<file path="src/rtl/dht_pkg.sv">
// Shared state encodings, command codes and response codes for the DHT read scheduler.
// Also holds the frame validity check used in the CHECK state.
package dht_pkg;

    typedef logic [2:0] state_t;

    localparam state_t ST_IDLE      = 3'd0;
    localparam state_t ST_GAP_WAIT  = 3'd1;
    localparam state_t ST_START     = 3'd2;
    localparam state_t ST_WAIT_DONE = 3'd3;
    localparam state_t ST_CHECK     = 3'd4;
    localparam state_t ST_RESPOND   = 3'd5;

    localparam logic [1:0] CMD_HUM     = 2'b00;
    localparam logic [1:0] CMD_TEMP    = 2'b01;
    localparam logic [1:0] CMD_STATUS  = 2'b10;
    localparam logic [1:0] CMD_INVALID = 2'b11;

    localparam logic [7:0] RC_HUM    = 8'h00;
    localparam logic [7:0] RC_TEMP   = 8'h01;
    localparam logic [7:0] RC_STATUS = 8'h02;
    localparam logic [7:0] RC_ERR    = 8'h1F;
    localparam logic [7:0] RC_BADCMD = 8'hE0;

    // An all-ones frame is what a floating data line reads back, so it never counts as valid.
    function automatic logic frame_ok(input logic [39:0] f);
        logic [7:0] sum;
        sum = f[39:32] + f[31:24] + f[23:16] + f[15:8];
        return (f != '1) && (sum == f[7:0]);
    endfunction

endpackage

</file>
<file path="src/rtl/dht_gap_timer.sv">
// Saturating gap counter: counts every cycle up to LIMIT, cleared by 'clear' or reset.
// Latency: elapsed is asserted in the cycle at whose end the count reaches LIMIT (or stays there).
// Backpressure: none; free-running.
module dht_gap_timer #(
    parameter int unsigned LIMIT = 100
) (
    input  logic clk,
    input  logic rst_n,
    input  logic clear,
    output logic elapsed
);
    localparam int W = $clog2(LIMIT) + 1;
    localparam logic [W-1:0] LIM = W'(LIMIT);

    logic [W-1:0] cnt;
    logic [W-1:0] cnt_nxt;

    always_comb begin
        if (clear) begin
            cnt_nxt = '0;
        end else if (cnt >= LIM) begin
            cnt_nxt = LIM;
        end else begin
            cnt_nxt = cnt + W'(1);
        end
    end

    always_ff @(posedge clk or negedge rst_n) begin
        if (!rst_n) begin
            cnt <= '0;
        end else begin
            cnt <= cnt_nxt;
        end
    end

    assign elapsed = (cnt_nxt == LIM);

endmodule

</file>
<file path="src/rtl/dht_read_scheduler.sv">
// Schedules DHT sensor reads: enforces a minimum gap between accesses and a done timeout.
// Latency: sns_start 2 cycles after accept once the gap has elapsed; rsp_valid 1 cycle after CHECK.
// Backpressure: req_ready only in IDLE; the response is held stable until rsp_ready.
module dht_read_scheduler
    import dht_pkg::*;
#(
    parameter int unsigned GAP_CYCLES     = 100_000_000,
    parameter int unsigned TIMEOUT_CYCLES = 2_500_000
) (
    input  logic        clk,
    input  logic        rst_n,
    input  logic        req_valid,
    output logic        req_ready,
    input  logic [4:0]  req_addr,
    input  logic [1:0]  req_cmd,
    output logic        rsp_valid,
    input  logic        rsp_ready,
    output logic [4:0]  rsp_addr,
    output logic [7:0]  rsp_code,
    output logic [15:0] rsp_data,
    output logic [4:0]  sns_sel,
    output logic        sns_start,
    input  logic        sns_done,
    input  logic [39:0] sns_data
);
    localparam int TW = $clog2(TIMEOUT_CYCLES) + 1;
    localparam logic [TW-1:0] TO_LAST = TW'(TIMEOUT_CYCLES - 1);

    state_t        state;
    state_t        state_nxt;
    logic [4:0]    addr_q;
    logic [1:0]    cmd_q;
    logic [39:0]   frame_q;
    logic [TW-1:0] tcnt;
    logic          accept;
    logic          timeout;
    logic          gap_clear;
    logic          gap_elapsed;
    logic [7:0]    chk_code;
    logic [15:0]   chk_data;

    assign accept    = (state == ST_IDLE) && req_valid && req_ready;
    // tcnt counts cycles since the sns_start cycle, so the response lands TIMEOUT_CYCLES after it.
    assign timeout   = (tcnt == TO_LAST);
    assign gap_clear = (state == ST_WAIT_DONE) && (sns_done || timeout);
    assign rsp_valid = (state == ST_RESPOND);
    assign sns_start = (state == ST_START);

    dht_gap_timer #(
        .LIMIT (GAP_CYCLES)
    ) u_gap_timer (
        .clk     (clk),
        .rst_n   (rst_n),
        .clear   (gap_clear),
        .elapsed (gap_elapsed)
    );

    always_comb begin
        state_nxt = state;
        case (state)
            ST_IDLE: begin
                if (accept) begin
                    state_nxt = (req_cmd == CMD_INVALID) ? ST_RESPOND : ST_GAP_WAIT;
                end
            end
            ST_GAP_WAIT: begin
                if (gap_elapsed) begin
                    state_nxt = ST_START;
                end
            end
            ST_START:     state_nxt = ST_WAIT_DONE;
            ST_WAIT_DONE: begin
                if (sns_done) begin
                    state_nxt = ST_CHECK;
                end else if (timeout) begin
                    state_nxt = ST_RESPOND;
                end
            end
            ST_CHECK:     state_nxt = ST_RESPOND;
            ST_RESPOND: begin
                if (rsp_ready) begin
                    state_nxt = ST_IDLE;
                end
            end
            default:      state_nxt = ST_IDLE;
        endcase
    end

    always_comb begin
        chk_code = RC_ERR;
        chk_data = 16'hFFFF;
        if (frame_ok(frame_q)) begin
            case (cmd_q)
                CMD_HUM: begin
                    chk_code = RC_HUM;
                    chk_data = frame_q[39:24];
                end
                CMD_TEMP: begin
                    chk_code = RC_TEMP;
                    chk_data = frame_q[23:8];
                end
                CMD_STATUS: begin
                    chk_code = RC_STATUS;
                    chk_data = 16'h0000;
                end
                default: ;
            endcase
        end
    end

    always_ff @(posedge clk or negedge rst_n) begin
        if (!rst_n) begin
            state     <= ST_IDLE;
            req_ready <= 1'b0;
            addr_q    <= '0;
            cmd_q     <= '0;
            frame_q   <= '0;
            tcnt      <= '0;
            rsp_addr  <= '0;
            rsp_code  <= '0;
            rsp_data  <= '0;
            sns_sel   <= '0;
        end else begin
            state     <= state_nxt;
            req_ready <= (state_nxt == ST_IDLE);

            if ((state == ST_START) || (state == ST_WAIT_DONE)) begin
                tcnt <= tcnt + TW'(1);
            end else begin
                tcnt <= '0;
            end

            if (accept) begin
                addr_q <= req_addr;
                cmd_q  <= req_cmd;
                if (req_cmd == CMD_INVALID) begin
                    rsp_addr <= req_addr;
                    rsp_code <= RC_BADCMD;
                    rsp_data <= 16'h0000;
                end
            end

            if ((state == ST_GAP_WAIT) && gap_elapsed) begin
                sns_sel <= addr_q;
            end

            if (state == ST_WAIT_DONE) begin
                if (sns_done) begin
                    frame_q <= sns_data;
                end else if (timeout) begin
                    rsp_addr <= addr_q;
                    rsp_code <= RC_ERR;
                    rsp_data <= 16'hFFFF;
                end
            end

            if (state == ST_CHECK) begin
                rsp_addr <= addr_q;
                rsp_code <= chk_code;
                rsp_data <= chk_data;
            end

            if ((state == ST_RESPOND) && rsp_ready) begin
                sns_sel <= '0;
            end
        end
    end

endmodule

</file>
<file path="config.mk">
export PLATFORM = sky130hd
export DESIGN_NAME = dht_read_scheduler
export DESIGN_NICKNAME = d
export VERILOG_FILES = /design/src/rtl/dht_pkg.sv /design/src/rtl/dht_gap_timer.sv /design/src/rtl/dht_read_scheduler.sv
export SDC_FILE = /design/constraint.sdc
export NUM_CORES = 1
export LEC_CHECK = 0
export CAP_MARGIN = 20
export CELL_PAD_IN_SITES_DETAIL_PLACEMENT = 0
export CELL_PAD_IN_SITES_GLOBAL_PLACEMENT = 1
export CORE_MARGIN = 2
export CORE_UTILIZATION = 40
export DETAILED_ROUTE_END_ITERATION = 10
export GPL_TIMING_DRIVEN = 0
export PLACE_DENSITY = 0.73
export SLEW_MARGIN = 15
export SYNTH_ARGS = -nofsm -noshare
export SYNTH_HDL_FRONTEND = slang
export SYNTH_HIERARCHICAL = 1
export SYNTH_SLANG_ARGS = --single-unit
</file>
<file path="constraint.sdc">
create_clock -name clk -period 7.2 [get_ports clk]
set_input_delay 1.08 -clock clk [delete_from_list [all_inputs] [get_ports clk]]
set_output_delay 1.08 -clock clk [all_outputs]
set_load 0.02 [all_outputs]
</file>
Yosys cells after proc, flatten, opt, wreduce, memory -nomap -nowiden
Index checks and enable logic that the tools add are counted.
- reductions and logical operators: 13
- magnitude comparators: 1
- mux-type cells: 34
- add/sub/neg operators: 5
- equal/unequal tests: 12
- operator list (cell ; number):
    $mux 16 ; 7
    $mux 28 ; 2
    $mux 8 ; 6
    $pmux 16 s3 ; 1
    $mux 5 ; 9
    $ne 40x40->1 const B ; 1
    $add 28x1->28 const B ; 1
    $eq 28x27->1 const B ; 1
    $ge 28x27->1 const B ; 1
    $add 8x8->8 ; 3
    $add 23x1->23 const B ; 1
    $eq 23x22->1 const B ; 1
    $mux 23 ; 1
    $mux 3 ; 6
    $pmux 3 s6 ; 1
    $pmux 5 s3 ; 1
    $eq 8x8->1 ; 1
    $eq 3x2->1 const B ; 2
    $eq 3x3->1 const B ; 2
    $logic_and 1x1->1 ; 6
    $logic_not 3->1 ; 2
    $eq 2x2->1 const B ; 2
    $eq 3x1->1 const B ; 1
    $eq 2x1->1 const B ; 1
    4 further kinds ; 5
- register bits after elaboration: 136
- word-level logic and storage cells: 76
- bits of input ports: 52

Longest topological paths before layout
Gate-level depths: netlist of the first run.
- depth in word-level cells: 8
- gate-level depth with buffers: 15
- mapped depth without buffers: 14

By module
The synthesis of the first run kept the hierarchy.
- modules (own cells, without submodules) (module ; instances ; area an instance (sq um) ; cells each):
    dht_read_scheduler ; 1 ; 5595.4 ; 494
    dht_gap_timer ; 1 ; 1775.5 ; 196

Worst setup path after synthesis of the first run
OpenSTA, ideal clock, no wires.
- kind: reg2reg
- start: register frame_q[9]
- end: register rsp_data[1]
- setup slack: 3.761 ns
- cell stages (with the launch flop): 13
- buffers on the path: 1
- required time: 7.045 ns
- library setup time: 0.155 ns
- arrival: 3.283 ns
- path through: dfrtp_1 fa_1 inv_1 fa_1 inv_1 ha_1 fa_1 a21o_1 a21oi_1 o21ai_0 xnor2_1 clkbuf_1 a41oi_1
- word-level cells in the longest chain between the ends: 5
- ends and longest elaborated chain (item ; RTL line ; source):
    from (decl) ; dht_read_scheduler.sv:33 ; logic [39:0] frame_q;
    from (signal assigned) ; dht_read_scheduler.sv:149 ; frame_q <= sns_data;
    $add 8x8->8 ; dht_pkg.sv:28 ; sum = f[39:32] + f[31:24] + f[23:16] + f[15:8];
    $eq 8x8->1 ; dht_pkg.sv:29 ; return (f != '1) && (sum == f[7:0]);
    $logic_and 1x1->1 ; dht_pkg.sv:29 ;
    $mux 16 * ; dht_read_scheduler.sv:92 ; if (frame_ok(frame_q)) begin
    $mux 16 * ; dht_read_scheduler.sv:157 ; if (state == ST_CHECK) begin
    to (signal assigned) ; dht_read_scheduler.sv:160 ; rsp_data <= chk_data;
    to (decl) ; dht_read_scheduler.sv:20 ; output logic [15:0] rsp_data,
Every way passes the cells marked *; elsewhere a longest branch is shown, timed or not.
A chain may end at the register's enable or synchronous reset.

Worst setup path after layout of the first run
- start: register frame_q[9]
- end: register rsp_data[7]
- word-level cells in the longest chain between the ends: 5
- ends and longest elaborated chain (item ; RTL line):
    $add 8x8->8 ; dht_pkg.sv:28
    $eq 8x8->1 ; dht_pkg.sv:29
    $logic_and 1x1->1 * ; dht_pkg.sv:29
    $mux 16 * ; dht_read_scheduler.sv:92
    $mux 16 * ; dht_read_scheduler.sv:157
Marks and branches as above.

==> results.sh, run 1 <==
export IMPL_yosys_area_share_simple=0.162
export IMPL_synthDistinctLibCells=63
export IMPL_synth_most_common_cell="dfrtp_1"
export IMPL_wl_met1_um=8400
export IMPL_core_area_um2=18000
export IMPL_path_cells="fa_1 -> inv_1 -> fa_1 -> inv_1 -> ha_1 -> fa_1 -> a21o_1 -> a21oi_1 -> o21ai_0 -> xnor2_1 -> clkbuf_1 -> a41oi_1"
export IMPL_grt_usage=0.203
export IMPL_n_fill_cell=1631
export IMPL_via_per_inst=5.54
export IMPL_slew_viol_final=0
export IMPL_nets=874
export IMPL_die_x_um=140
export IMPL_end_kind="register"
export IMPL_hold_path_class="reg2reg"
export IMPL_insertedDiodeCount=0
export IMPL_wire_per_inst_um=18.1
export IMPL_drtAntennaViolNets=0
export IMPL_cts_resized=0
export IMPL_cp_endpoint="rsp_data[7]$_DFF_PN0_"
export IMPL_grt_antenna_before_repair=0
export IMPL_io_buffer_count=88
export IMPL_vias=5763
export IMPL_clock_sinks=136
export IMPL_relSlewSlack=0.430
export IMPL_yosysSeqAreaShare=0.462
export IMPL_synthTopCellsByArea="dfrtp_1 (46%), mux2_2 (8.1%), xnor2_1 (4.6%)"
export IMPL_syn_nets=766
export IMPL_synth_top_family_by_area="simple AND/OR/NAND/NOR gates"
export IMPL_start_kind="register"
export IMPL_crit_slowest_cell="fa_1"
export IMPL_whs_ps=503
export IMPL_synth_xor_area_frac=0.0701
export IMPL_drcViolationCount=0
export IMPL_multiInputGateArea_um2=3690
export IMPL_max_freq_mhz=247
export IMPL_synth_main_ff_cell="dfrtp_1"
export IMPL_post_dp_hpwl_um=13800
export IMPL_crit_type="reg2reg"
export IMPL_clk_path_buf_depth=2
export IMPL_drt_iter0_drc=405
export IMPL_grt_max_degree=90
export IMPL_r2r_end="rsp_data[7]$_DFF_PN0_"
export IMPL_routed_wirelength_um=18800
export IMPL_clk_latency_ps=410
export IMPL_cts_tree="built"
export IMPL_min_period_ps=4040
export IMPL_drv_cap=0
export IMPL_hold_viol=0
export IMPL_run_status="finished, final reports clean"
export IMPL_drive_above_1_share=0.147
export IMPL_rrSetupSlack_ps=3160
export IMPL_synthAdderAreaFrac=0.0550
export IMPL_critPathArrivalTime_ps=4290
export IMPL_synthArstFlopShare=1.00
export IMPL_synth_seq_cells=136
export IMPL_synth_area_um2=7370
export IMPL_cp_max_fo=10
export IMPL_finalSetupViolations=0
export IMPL_synth_top_cells_by_count="dfrtp_1 (136), nor2_1 (65), mux2_2 (53)"
export IMPL_synth_mux_area_frac=0.0867
export IMPL_clk_pin_slew_worst_paths_ps=60
export IMPL_cts_hold_buf=0
export IMPL_crit_buf_inv=3
export IMPL_synth_compound_area_frac=0.125
export IMPL_synth_edf_count=0
export IMPL_yosysWarnings=6
export IMPL_worstSetupStartpoint="frame_q[9]$_DFFE_PN0P_"
export IMPL_grt_setup_unrepaired="no"
export IMPL_worst_path_stages=12
export IMPL_worstMarginPinSlew_ps=847
export IMPL_synth_top_area_frac=0.462
export IMPL_grt_ovfl_total=0
export IMPL_cts_inserted_buffers=17
export IMPL_wl_met2_um=9340
export IMPL_gp_congestion=0.861
export IMPL_regArea_um2=3400
export IMPL_rows=49
export IMPL_grt_pass1_wl_um=31500
export IMPL_cp_top_family="adder cells"
export IMPL_grt_pass1_vias=6032
export IMPL_boundaryPins=89
export IMPL_dieArea_um2=19500
export IMPL_dr_pass1_iters=5
export IMPL_crit_top_cell="fa_1"
export IMPL_fin_area_um2=9260
export IMPL_yosysTopAreaCell="dfrtp_1"
export IMPL_top_layer="met4"
export IMPL_syn_avg_cell_area_um2=10.7
export IMPL_synthesis_instances=690
export IMPL_place_area_um2=8570
export IMPL_rr_worst_depth=12
export IMPL_r2r_start="frame_q[9]$_DFFE_PN0P_"
export IMPL_fin_crit_sh=0.561
export IMPL_root_buffer="clkbuf_16"
export IMPL_post_route_util=0.513
export IMPL_post_cts_buffers=0
export IMPL_initial_core_util=0.409
export IMPL_cp_data_required_time_ps=7450
export IMPL_area_growth_pct=25.6
export IMPL_fin_worst_skew_ps=7.44
export IMPL_htree_num_levels=4
export IMPL_fp_dieH_um=140
export IMPL_wl_met3_um=722
export IMPL_max_stage_delay_ps=560
[logic make-up after synthesis]
group	Yosys count
AND/OR/NAND/NOR	216
AO/OA/AOI/OAI	130
XOR/XNOR	59
buffers and inverters	67
multiplexers	57
flip-flops	136
other	1
adder cells (fa/ha/maj)	24
[through the flow]
stage / setup WS, ps / std cells / setup TNS [ps]
after floorplan: 3760 / 690 / 0
after global placement: -282 / 1007 / -36270
after detailed placement: 2830 / 1008 / 0
after CTS: 3210 / 1040 / 0
after global routing: 2990 / 1040 / 0
final: 3160 / 1040 / 0
[final cells by class]
class,instances,area share
multi-input cells,487,0.398
plain buffers,44,0.0216
inverters,23,0.00933
clock inverters,12,0.0239
well taps,229,0.0310
repair buffers,89,0.0987
flip-flops and latches,136,0.368
clock buffers,20,0.0493
[flip-flops by register name, indices dropped and copies added (netlist names)]
signal and count:
rsp_addr 5, req_ready 1, rsp_code 8, rsp_data 16
addr_q 5, tcnt 23, frame_q 40, cmd_q 2
sns_sel 5, u_gap_timer/cnt 28, state 3
[placed cells by master (no fill, tap or decap), drive strengths merged, types with 25 or more instances in the layout]
cell type	synthesis	routed
nand4	25	25
xnor2	39	39
dfrtp	136	136
clkdlybuf4s50	0	87
nor2	65	65
clkbuf	26	46
mux2	55	55
a21oi	40	40
nor3	30	30
a211oi	26	26
[metal layers]
| metal | GRT usage | vias to the layer above |
|---|---|---|
| li1 | - | 2708 |
| met1 | 0.268 | 2904 |
| met2 | 0.332 | 126 |
| met3 | 0.0454 | 25 |
| met4 | 0.0658 | 0 |
| met5 | 0 | - |
[worst min-delay path by stage]
stage | cells after the start | slack (ps) | to | from
after floorplan | 1 | 480 | tcnt[0]$_DFF_PN0_ | tcnt[0]$_DFF_PN0_
after global placement | 1 | 480 | rsp_code[7]$_DFF_PN0_ | rsp_code[7]$_DFF_PN0_
after detailed placement | 1 | 490 | sns_sel[0]$_DFFE_PN0P_ | sns_sel[0]$_DFFE_PN0P_
after CTS | 1 | 510 | sns_sel[0]$_DFFE_PN0P_ | sns_sel[0]$_DFFE_PN0P_
after global routing | 1 | 510 | rsp_code[6]$_DFF_PN0_ | rsp_code[6]$_DFF_PN0_
final | 1 | 500 | sns_sel[0]$_DFFE_PN0P_ | sns_sel[0]$_DFFE_PN0P_
[worst register-to-register path, stage by stage (launching register included)]
cell and delay, ps:
dfrtp_1 450, fa_1 560, inv_1 50, fa_1 500, inv_1 40, ha_1 220
fa_1 410, a21o_1 180, a21oi_1 210, o21ai_0 160, xnor2_1 370, clkbuf_1 510
a41oi_1 210
Power of run 1 is not shown: default switching activity piles up to over one toggle a cycle in this logic, so the estimate is an artifact.
==> run 2: changes to the inputs <==
Settings changed: PLACE_DENSITY 0.73 to 0.76.
Clock period 7.2 ns to 3.2 ns, I/O delays scaled along.
==> run 2 against run 1 <==
The run now ends with hold timing, setup timing left. Maximum frequency up 17%. Critical path depth up 1. Worst setup slack worse by 3400 ps. Critical path type unchanged. Core utilization up 2.3 points.
==> results.sh, run 2 (synthesis gave the netlist of run 1 again) <==
export IMPL_run_status="finished, violations left"
export IMPL_violations="hold timing, setup timing"
export IMPL_grt_antenna_before_repair=0
export IMPL_fp_dieH_um=140
export IMPL_fin_worst_skew_ps=7.97
export IMPL_drt_iter0_drc=491
export IMPL_worstSetupStartpoint="frame_q[9]$_DFFE_PN0P_"
export IMPL_dp_cells=1008
export IMPL_clock_sinks=136
export IMPL_hold_viol=6
export IMPL_finalSetupViolations=21
export IMPL_n_fill_cell=1573
export IMPL_cts_tree="built"
export IMPL_clk_path_buf_depth=2
export IMPL_whs_ps=-10.6
export IMPL_end_kind="register"
export IMPL_mostFrequentLayoutCell="dfrtp_1"
export IMPL_grt_pass1_vias=6061
export IMPL_grt_pass1_wl_um=32600
export IMPL_top_regs="frame_q x40, u_gap_timer/cnt x28, tcnt x23"
export IMPL_slew_viol_final=0
export IMPL_root_buffer="clkbuf_16"
export IMPL_dieArea_um2=19500
export IMPL_nets=880
export IMPL_setup_slack_ps=-241
export IMPL_min_period_ps=3440
export IMPL_routed_wirelength_um=20200
export IMPL_worstMarginPinSlew_ps=668
export IMPL_setup_tns_ps=-4520
export IMPL_cp_data_required_time_ps=3480
export IMPL_fin_crit_sh=1.08
export IMPL_drcViolationCount=0
export IMPL_post_dp_hpwl_um=14200
export IMPL_boundaryPins=89
export IMPL_gp_congestion=0.879
export IMPL_core_area_um2=18000
export IMPL_drtAntennaViolNets=0
export IMPL_initial_core_util=0.409
export IMPL_cts_hold_buf=0
export IMPL_largest_register_ffs=40
export IMPL_cp_max_fo=5
export IMPL_rr_worst_depth=13
export IMPL_final_cell_mix="dfrtp_1 (133), clkdlybuf4s50_1 (87), nor2_1 (64)"
export IMPL_relSlewSlack=0.553
export IMPL_critPathArrivalTime_ps=3720
export IMPL_start_kind="register"
export IMPL_htree_num_levels=4
export IMPL_area_growth_pct=31.3
export IMPL_r2r_start="frame_q[9]$_DFFE_PN0P_"
export IMPL_rrSetupSlack_ps=-240
export IMPL_grt_ovfl_total=0
export IMPL_drive_above_1_share=0.214
export IMPL_r2r_end="rsp_data[8]$_DFF_PN0_"
export IMPL_grt_max_degree=88
export IMPL_via_per_inst=5.64
export IMPL_dr_pass1_iters=4
export IMPL_io_buffer_count=88
export IMPL_crit_type="reg2reg"
export IMPL_clk_pin_slew_worst_paths_ps=60
export IMPL_drv_cap=0
export IMPL_fin_cells=1046
export IMPL_cts_inserted_buffers=17
export IMPL_cp_endpoint="rsp_data[8]$_DFF_PN0_"
export IMPL_wire_per_inst_um=19.3
export IMPL_grt_setup_unrepaired="yes"
export IMPL_vias=5903
export IMPL_insertedDiodeCount=0
export IMPL_hold_path_class="in2async"
export IMPL_rows=49
export IMPL_die_x_um=140
export IMPL_max_freq_mhz=291
export IMPL_clk_latency_ps=430
export IMPL_grt_usage=0.212
export IMPL_top_register="frame_q"
==> run 2: cell types whose count changed in the layout (fill, tap and decap cells not counted), sizes merged <==
cell and delta:
clkbuf -3, buf +8, clkinvlp +2, clkinv -1
==> run 2: worst min-delay path by stage <==
stage	start	endpoint
2_1_floorplan	rst_n	addr_q[0]$_DFFE_PN0P_
6_report	rst_n	frame_q[2]$_DFFE_PN0P_
3_3_place_gp	rsp_code[6]$_DFF_PN0_	rsp_code[6]$_DFF_PN0_
5_1_grt	rst_n	frame_q[1]$_DFFE_PN0P_
4_1_cts	rst_n	frame_q[2]$_DFFE_PN0P_
3_5_place_dp	rst_n	frame_q[1]$_DFFE_PN0P_
==> run 2: area by class of cell <==
cell class / instances / area (um2) / area share
plain buffers: 41 / 231 / 0.0239
clock buffers: 19 / 453 / 0.0468
clock inverters: 13 / 224 / 0.0232
inverters: 23 / 86.3 / 0.00892
multi-input cells: 487 / 3970 / 0.410
flip-flops and latches: 136 / 3410 / 0.352
well taps: 229 / 287 / 0.0296
repair buffers: 98 / 1020 / 0.105
==> run 2: worst max-delay path, stage by stage (launching register included) <==
cell and delay [ps]:
dfrtp_2 430, fa_1 530, inv_1 50, fa_1 490, inv_2 50, ha_4 160
fa_2 360, xor2_1 180, xnor2_1 130, nand4_1 180, a2111oi_4 260, buf_6 210
buf_8 150, a41oi_2 110
==> run 2: timing repair <==
| item | in CTS | in global routing |
|---|---|---|
| cloned | 1 | 1 |
| gates resized for setup | 26 | 24 |
| setup buffers | 5 | 2 |
| endpoints found under the hold margin | 0 | 0 |
| pin swaps | 6 | 9 |
| setup endpoints to repair | 29 | 29 |
==> run 2: layer usage <==
layer,share of wire,track usage,up-vias
met2,0.48,0.333,181
met1,0.44,0.285,2961
met3,0.066,0.0668,24
met4,0.017,0.0558,0
met5,0,0,-
li1,-,-,2737
==> run 2: per-stage QoR <==
stage | util | setup slack, ps | instance area [um2]
floorplan | - | -49.9 | 7500
finish | 0.537 | -241 | 9670
detailed placement | 0.483 | -434 | 8700
global placement | 0.481 | -3620 | 8660
global route | 0.537 | -369 | 9670
CTS | 0.530 | -306 | 9540
Power of run 2 is left out for the same reason.
